### config.mk
export PLATFORM = sky130hd
export DESIGN_NAME = prog_counter_flat
export DESIGN_NICKNAME = d
export VERILOG_FILES = /design/src/rtl/prog_counter_if.sv /design/src/rtl/prog_counter.sv /design/src/flat_wrapper.sv
export SDC_FILE = /design/constraint.sdc
export NUM_CORES = 1
export LEC_CHECK = 0
export CORE_ASPECT_RATIO = 1.25
export CORE_MARGIN = 4
export CORE_UTILIZATION = 45
export CTS_BUF_LIST = sky130_fd_sc_hd__clkbuf_16
export DETAILED_ROUTE_END_ITERATION = 8
export HOLD_SLACK_MARGIN = 0.08
export PLACE_DENSITY = 0.71
export SYNTH_ARGS = -nofsm -noshare
export SYNTH_HDL_FRONTEND = slang
export SYNTH_SLANG_ARGS = --single-unit
### constraint.sdc
create_clock -name clk -period 6.5 [get_ports clk]
set_clock_uncertainty 0.1 [all_clocks]
set_input_delay 0.975 -clock clk [delete_from_list [all_inputs] [get_ports clk]]
set_output_delay 0.975 -clock clk [all_outputs]
set_load 0.1 [all_outputs]
### src/rtl/prog_counter_if.sv
// Control and status bundle for prog_counter.
// The master side drives the control inputs; the slave side (the counter)
// returns the count value and the terminal-event status.
interface prog_counter_if #(
    parameter int WIDTH = 8
);
    logic             clear;
    logic             load;
    logic [WIDTH-1:0] data_in;
    logic             enable;
    logic             up_dn;
    logic [WIDTH-1:0] term_val;
    logic [1:0]       mode;
    logic [WIDTH-1:0] data_out;
    logic             term_pulse;
    logic             term_flag;
    logic             busy;

    modport master (
        output clear, load, data_in, enable, up_dn, term_val, mode,
        input  data_out, term_pulse, term_flag, busy
    );

    modport slave (
        input  clear, load, data_in, enable, up_dn, term_val, mode,
        output data_out, term_pulse, term_flag, busy
    );
endinterface

### src/rtl/prog_counter.sv
// Programmable up/down counter with a terminal value and three step modes:
// wrap, saturate and one-shot. It raises a single-cycle terminal strobe, a
// sticky terminal flag and a busy indication while a one-shot run is active.
module prog_counter #(
    parameter int WIDTH = 8
) (
    input  logic          clk,
    input  logic          async_rst,
    prog_counter_if.slave bus
);
    typedef enum logic {
        IDLE = 1'b0,
        RUN  = 1'b1
    } state_t;

    localparam logic [1:0]       MODE_SAT     = 2'b01;
    localparam logic [1:0]       MODE_ONESHOT = 2'b10;
    localparam logic [WIDTH-1:0] ONE          = {{(WIDTH-1){1'b0}}, 1'b1};

    logic [WIDTH-1:0] count_q, count_d;
    logic             term_pulse_q, term_pulse_d;
    logic             term_flag_q, term_flag_d;
    state_t           state_q, state_d;

    logic [WIDTH-1:0] boundary;
    logic [WIDTH-1:0] step_val;
    logic             at_boundary;
    logic             is_sat;
    logic             is_oneshot;

    // Boundary and candidate step are evaluated on the current count and the
    // live inputs, so direction/terminal/mode changes act on the next edge.
    always_comb begin
        boundary    = bus.up_dn ? bus.term_val : '0;
        step_val    = bus.up_dn ? (count_q + ONE) : (count_q - ONE);
        at_boundary = (count_q == boundary);
        is_sat      = (bus.mode == MODE_SAT);
        is_oneshot  = (bus.mode == MODE_ONESHOT);
    end

    // Next-state selection with priority clear > load > enable > hold.
    always_comb begin
        count_d      = count_q;
        term_pulse_d = 1'b0;
        state_d      = state_q;

        // A run is only meaningful in one-shot mode; leaving that mode ends
        // it on this edge while counting follows the new mode.
        if (!is_oneshot) begin
            state_d = IDLE;
        end

        if (bus.clear) begin
            count_d = '0;
            state_d = IDLE;
        end else if (bus.load) begin
            count_d = bus.data_in;
            if (is_oneshot) begin
                state_d = RUN;
            end
        end else if (bus.enable) begin
            if (is_sat || (is_oneshot && state_q == RUN)) begin
                // Saturating step; in one-shot a run already sitting on the
                // boundary completes on this step with the count held.
                if (at_boundary) begin
                    if (is_oneshot) begin
                        term_pulse_d = 1'b1;
                        state_d      = IDLE;
                    end
                end else begin
                    count_d = step_val;
                    if (step_val == boundary) begin
                        term_pulse_d = 1'b1;
                        if (is_oneshot) begin
                            state_d = IDLE;
                        end
                    end
                end
            end else if (!is_oneshot) begin
                // Wrap (modes 00 and 11): leaving the boundary reloads the
                // opposite end and raises the event.
                if (at_boundary) begin
                    count_d      = bus.up_dn ? '0 : bus.term_val;
                    term_pulse_d = 1'b1;
                end else begin
                    count_d = step_val;
                end
            end
        end

        term_flag_d = bus.clear ? 1'b0 : (term_flag_q | term_pulse_d);
    end

    // State and output registers; reset is asynchronous and forces idle.
    always_ff @(posedge clk or posedge async_rst) begin
        if (async_rst) begin
            count_q      <= '0;
            term_pulse_q <= 1'b0;
            term_flag_q  <= 1'b0;
            state_q      <= IDLE;
        end else begin
            count_q      <= count_d;
            term_pulse_q <= term_pulse_d;
            term_flag_q  <= term_flag_d;
            state_q      <= state_d;
        end
    end

    assign bus.data_out   = count_q;
    assign bus.term_pulse = term_pulse_q;
    assign bus.term_flag  = term_flag_q;
    assign bus.busy       = (state_q == RUN);

endmodule

### src/flat_wrapper.sv
// flat-port wrapper written by rule: the top's interface ports become plain ports
module prog_counter_flat 
#(
    parameter int WIDTH = 8
)
  (clk, async_rst, bus_clear, bus_load, bus_data_in, bus_enable, bus_up_dn, bus_term_val, bus_mode, bus_data_out, bus_term_pulse, bus_term_flag, bus_busy);
  prog_counter_if #(.WIDTH(WIDTH)) bus_i ();
  input  logic clk;
  input  logic async_rst;
  input wire logic [$bits(bus_i.clear)-1:0] bus_clear;
  input wire logic [$bits(bus_i.load)-1:0] bus_load;
  input wire logic [$bits(bus_i.data_in)-1:0] bus_data_in;
  input wire logic [$bits(bus_i.enable)-1:0] bus_enable;
  input wire logic [$bits(bus_i.up_dn)-1:0] bus_up_dn;
  input wire logic [$bits(bus_i.term_val)-1:0] bus_term_val;
  input wire logic [$bits(bus_i.mode)-1:0] bus_mode;
  output wire logic [$bits(bus_i.data_out)-1:0] bus_data_out;
  output wire logic [$bits(bus_i.term_pulse)-1:0] bus_term_pulse;
  output wire logic [$bits(bus_i.term_flag)-1:0] bus_term_flag;
  output wire logic [$bits(bus_i.busy)-1:0] bus_busy;
  assign bus_i.clear = bus_clear;
  assign bus_i.load = bus_load;
  assign bus_i.data_in = bus_data_in;
  assign bus_i.enable = bus_enable;
  assign bus_i.up_dn = bus_up_dn;
  assign bus_i.term_val = bus_term_val;
  assign bus_i.mode = bus_mode;
  assign bus_data_out = bus_i.data_out;
  assign bus_term_pulse = bus_i.term_pulse;
  assign bus_term_flag = bus_i.term_flag;
  assign bus_busy = bus_i.busy;
  prog_counter #(.WIDTH(WIDTH)) u_core (.clk(clk), .async_rst(async_rst), .bus(bus_i));
endmodule
### After elaboration in Yosys (flattened, before gate mapping)

Index checks and enable logic that the tools add are counted.

| storage, ports and cells | value |
|---|---|
| bits in registers | 11 |
| input bits | 24 |
| logic and storage cells | 46 |

| operators by class | value |
|---|---|
| add/sub/neg operators | 2 |
| equal/unequal tests | 6 |
| multiplexer cells | 29 |
| bitwise logic cells | 1 |
| reductions and logical operators | 4 |

Operators by type and width:

| operator | count |
|---|---|
| 2-to-1 mux 8 bit | 10 |
| 2-to-1 mux 1 bit | 19 |
| equality test 8 bit | 2 |
| adder 8 x 1 -> 8 bit (second input constant) | 1 |
| inequality test 4 bit (second input constant) | 2 |
| subtractor 8 x 1 -> 8 bit (second input constant) | 1 |
| AND reduction 3 bit | 1 |
| nonzero test 3 bit | 1 |
| equality test 2 x 1 -> 1 bit (second input constant) | 1 |
| equality test 2 bit (second input constant) | 1 |
| logical AND 1 bit | 1 |
| logical OR 1 bit | 1 |
| OR 1 bit | 1 |

### Depth between registers and ports, before layout

| depth | value |
|---|---|
| word-level depth | 11 |
| mapped depth | 12 |
| gate-level depth less buffers | 9 |

### Worst setup path before layout

OpenSTA, ideal clock, no wires.

| timing | value |
|---|---|
| path type | in2reg |
| from | in bus_up_dn |
| to | reg u_core.state_q (netlist: u_core.bus.busy) |
| setup time | 121 ps |
| arrival time | 3276 ps |
| required time | 6279 ps |
| path slack | 3003 ps |
| stages | 11 |
| cells stage by stage | buf_4 -> buf_2 -> inv_1 -> buf_4 -> ha_1 -> a2111oi_0 -> a21oi_1 -> xnor2_1 -> xnor2_1 -> a2111o_1 -> a22o_1 |

| on the way | value |
|---|---|
| longest elaborated chain between the ends | 8 |
| elaborated cells between the ends (all ways) | 10 |

Ends and longest elaborated chain:

| item | RTL line | text |
|---|---|---|
| start: declaration | flat_wrapper.sv:14 | `input wire logic [$bits(bus_i.up_dn)-1:0] bus_up_dn;` |
| 2-to-1 mux 8 bit, on equally long branches | prog_counter.sv:35, prog_counter.sv:34 |  |
| equality test 8 bit | prog_counter.sv:72 | `if (step_val == boundary) begin` |
| 2-to-1 mux 1 bit | prog_counter.sv:72 |  |
| 2-to-1 mux 1 bit * | prog_counter.sv:65 | `if (at_boundary) begin` |
| 2-to-1 mux 1 bit * | prog_counter.sv:62 | `if (is_sat \|\| (is_oneshot && state_q == RUN)) begin` |
| 2-to-1 mux 1 bit * | prog_counter.sv:61 | `end else if (bus.enable) begin` |
| 2-to-1 mux 1 bit * | prog_counter.sv:56 | `end else if (bus.load) begin` |
| 2-to-1 mux 1 bit * | prog_counter.sv:53 | `if (bus.clear) begin` |
| named net u_core.state_d | prog_counter.sv:23 | `state_t state_q, state_d;` |
| end signal: assignment | prog_counter.sv:105 | `state_q <= state_d;` |
| end: declaration | prog_counter.sv:23 |  |

Mark *: on every way through the listed nets, which the timed path passes. The rest lies on a longest branch.
A chain may end at the register's enable or synchronous reset.

### Worst setup path after layout

Same ends and word-level chain as after synthesis.

==> flow_metrics.py <==
metrics = {
    "finish": {
        "areaGrowthSynthToFinish_pct": 27.42,
        "instances_no_fill": 249,
        "final_nets": 245,
        "drive_gt1_frac": 0.06103,
        "n_antenna_cell": 0,
    },
    "logic_synthesis": {
        "syn-num-nets": 216,
        "synth_top_area_cell": "dfrtp_1",
        "synth_cell_types": 51,
        "ys_seq_area_frac": 0.1933,
        "avgSynthCellArea_um2": 7.697,
        "netlist.area_leader.share": 0.1933,
        "synth-seq-cells": 11,
        "syn_area_um2": 1424,
        "async_flop_share": 1.000,
        "ys_top_cells_by_area": "dfrtp_1 (19%), o21ai_0 (7.0%), xor2_1 (6.2%)",
        "synth_edf_count": 0,
        "yosys_warnings": 0,
        "synthCells": 185,
        "synthFlopType": "dfrtp_1",
    },
    "critical_path": {
        "timing.rr.end": "u_core.bus.data_out[7]$_DFFE_PP0P_",
        "critPathLaunch": "bus_up_dn",
        "r2r_start": "u_core.bus.data_out[5]$_DFFE_PP0P_",
        "critical-path-top-delay-family": "buffers and inverters",
        "crit_arrival_ns": 4.44,
        "crit_chain": "clkdlybuf4s50_1 -> inv_1 -> ha_1 -> and3_1 -> o21ai_0 -> a21oi_1 -> xnor2_1 -> xnor2_1 -> a2111o_1 -> a22o_1",
        "r2r_slack_ns": 3.28,
        "required_ns": 6.52,
        "critPathCapture": "u_core.bus.busy$_DFF_PP0_",
        "critPathKind": "input port to flip-flop",
        "crit_cells": 10,
        "worst-path-max-fanout": 20,
        "crit_top_cell": "xnor2_1",
        "setup.worst_path.end_class": "flip-flop",
        "path_buf_inv": 2,
        "cp_slowest_cell": "clkdlybuf4s50_1",
        "critPathMaxStageDelay_ns": 0.87,
        "r2r_cells": 7,
        "startpoint_type": "input port",
    },
    "run": {
        "cap_viol_max_count": 0,
    },
    "power": {
        "vdd_drop_max_mv": 0.2168,
        "p_leak_uw": 0.0007430,
        "p_per_area_nw_per_um2": 236.0,
    },
    "clock_network": {
        "htree_levels": 1,
        "clk_path_buf_depth": 2,
        "clk_pin_slew_ns": 0.04,
        "cts_setup_buffers": 0,
        "hold_buffers": 0,
        "insertion_delay_ns": 0.24,
        "clkSinkCount": 11,
        "cts-buffers-inserted": 3,
        "cts-root-buf": "clkbuf_16",
        "cts_resized": 0,
        "cts_tree": "built",
    },
    "floorplanning": {
        "core_area_um2": 3000,
        "die_w_um": 58.31,
        "row_count": 22,
        "initial_core_util": 0.4746,
        "die_area_um2": 4134,
        "num_io_pins": 35,
        "die_y_um": 70.89,
    },
    "routing": {
        "drcViolationCount": 0,
        "vias": 1464,
        "routedWlPerCell_um": 14.86,
        "drtIter0Drc": 61,
        "viasPerCell": 5.880,
        "ant_nets": 0,
        "drtPass1Iterations": 5,
        "routed_wl_mm": 3.701,
    },
    "placement": {
        "place_congestion": 0.8255,
        "dp_cells": 245,
        "dp_hpwl_mm": 2.884,
        "numPortBuffers": 34,
    },
    "timing": {
        "relSlewSlack": 0.3292,
        "report.final.setup_viol": 0,
        "finalMaxSlewViolations": 0,
        "finalHoldViolCount": 0,
        "worst_pin_slew_ns": 0.9994,
        "finalCriticalPeriod_ns": 4.416,
        "rsz0062_at_grt": "no",
        "period_share": 0.6794,
        "fmax_mhz": 226.4,
        "setup_tns_ns": 0,
    },
    "global_route": {
        "grt_max_degree": 21,
        "grt_pass1_vias": 1323,
        "grt_pass1_wl_mm": 6.244,
        "grt_antenna_before_repair": 0,
        "track_usage": 0.1900,
        "grt-ovfl-total": 0,
    },
    "hold_path": {
        "hold_start": "u_core.bus.data_out[6]$_DFFE_PP0P_",
        "hold_class": "flip-flop to flip-flop",
    },
    "outcome": {
        "outcome": "finished clean",
    },
}
[per-layer routing]
metal / track usage / vias to the layer above / part of all wire
li1: - / 728 / -
met1: 0.2489 / 676 / 0.43
met2: 0.3056 / 51 / 0.49
met3: 0.02920 / 9 / 0.054
met4: 0.07990 / 0 / 0.025
met5: 0 / - / 0
[layout by cell type, fill, tap and decap left out, types with 5 or more instances in the layout]
cell type,instances
nor2_1,15
dfrtp_1,11
nor3_1,7
clkdlybuf4s50_1,34
inv_1,13
a21oi_1,10
o21ai_0,20
nand2_1,15
nand2b_1,5
xor2_1,10
xnor2_1,7
ha_1,6
nand3_1,6
[logic make-up (layout without fill, tap and decap cells)]
kind of cell,count (synthesis),in the layout,synth area share
buffers and inverters,22,50,0.08347
AOI/OAI and AO/OA,59,59,0.2821
DFF,11,11,0.1933
and+or+nand+nor,65,65,0.2311
adders and majority gates,7,7,0.06678
xor gates and xnor gates,18,18,0.1204
muxes,3,3,0.02285
[stage by stage]
step	setup slack, ns	instance area, um^2	util	total power, uW	hold slack (ns)
2_1_floorplan	3.003	1424	-	260.7	0.7274
3_3_place_gp	1.910	1735	0.5784	315.0	0.4729
3_5_place_dp	1.869	1735	0.5784	316.8	0.5042
4_1_cts	2.113	1814	0.6047	430.5	0.5135
5_1_grt	1.762	1814	0.6047	455.4	0.5433
6_report	2.084	1814	0.6047	428.2	0.5191
[worst reg2reg max path, cell delays in order (launching register included)]
cell and delay (ns):
dfrtp_1 0.45, nand2b_1 0.18, o32a_1 0.33, a222oi_1 0.61
and3_1 0.57, mux2_2 0.39, a211o_1 0.29, a22o_1 0.18
[power by group]
| part | switching, uW | leakage [uW] | internal (uW) | total (uW) |
|---|---|---|---|---|
| sequential | 15.1 | 0.000144 | 76.2 | 91.3 |
| clock | 29.6 | 0.0000423 | 80.6 | 110 |
| combinational | 139 | 0.000557 | 87.5 | 227 |
[synthesized netlist by cell type, types with 2 or more instances]
cell type  count
nand2_1       15
buf_2          3
nand4b_1       2
a31o_2         4
ha_1           6
a21oi_1       10
nand4_1        2
xor2_1        10
dfrtp_1       11
o22a_1         2
a21o_1         2
a22o_1         3
xnor2_1        7
and3_1         3
o21ai_0       20
mux2_2         2
nand2b_1       5
a31oi_1        4
buf_4          2
nand3_1        6
inv_1         12
nor3_1         7
nor2_1        15
clkbuf_1       2
nor2b_1        4
[cell type report]
cell class | instances | area [um^2]
clock buffers | 3 | 75.07
clock inverters | 1 | 3.754
fillers | 272 | 1186
inverters | 12 | 45.04
multi-input cells | 152 | 1030
flip-flops and latches | 11 | 275.3
well taps | 36 | 45.04
repair buffers | 34 | 340.3
[how the worst min path moves through the flow]
stage	end	cells after the start
2_1_floorplan	u_core.bus.busy$_DFF_PP0_	1
3_3_place_gp	u_core.bus.term_flag$_DFF_PP0_	2
3_5_place_dp	u_core.bus.data_out[3]$_DFFE_PP0P_	2
4_1_cts	u_core.bus.data_out[3]$_DFFE_PP0P_	2
5_1_grt	u_core.bus.term_flag$_DFF_PP0_	2
6_report	u_core.bus.data_out[6]$_DFFE_PP0P_	2
[flip-flops by register name (all words and copies together) (netlist names)]
name	cells
u_core.bus.busy	1
u_core.bus.data_out	8
u_core.bus.term_flag	1
u_core.bus.term_pulse	1
(Power assumes the default switching activity.)
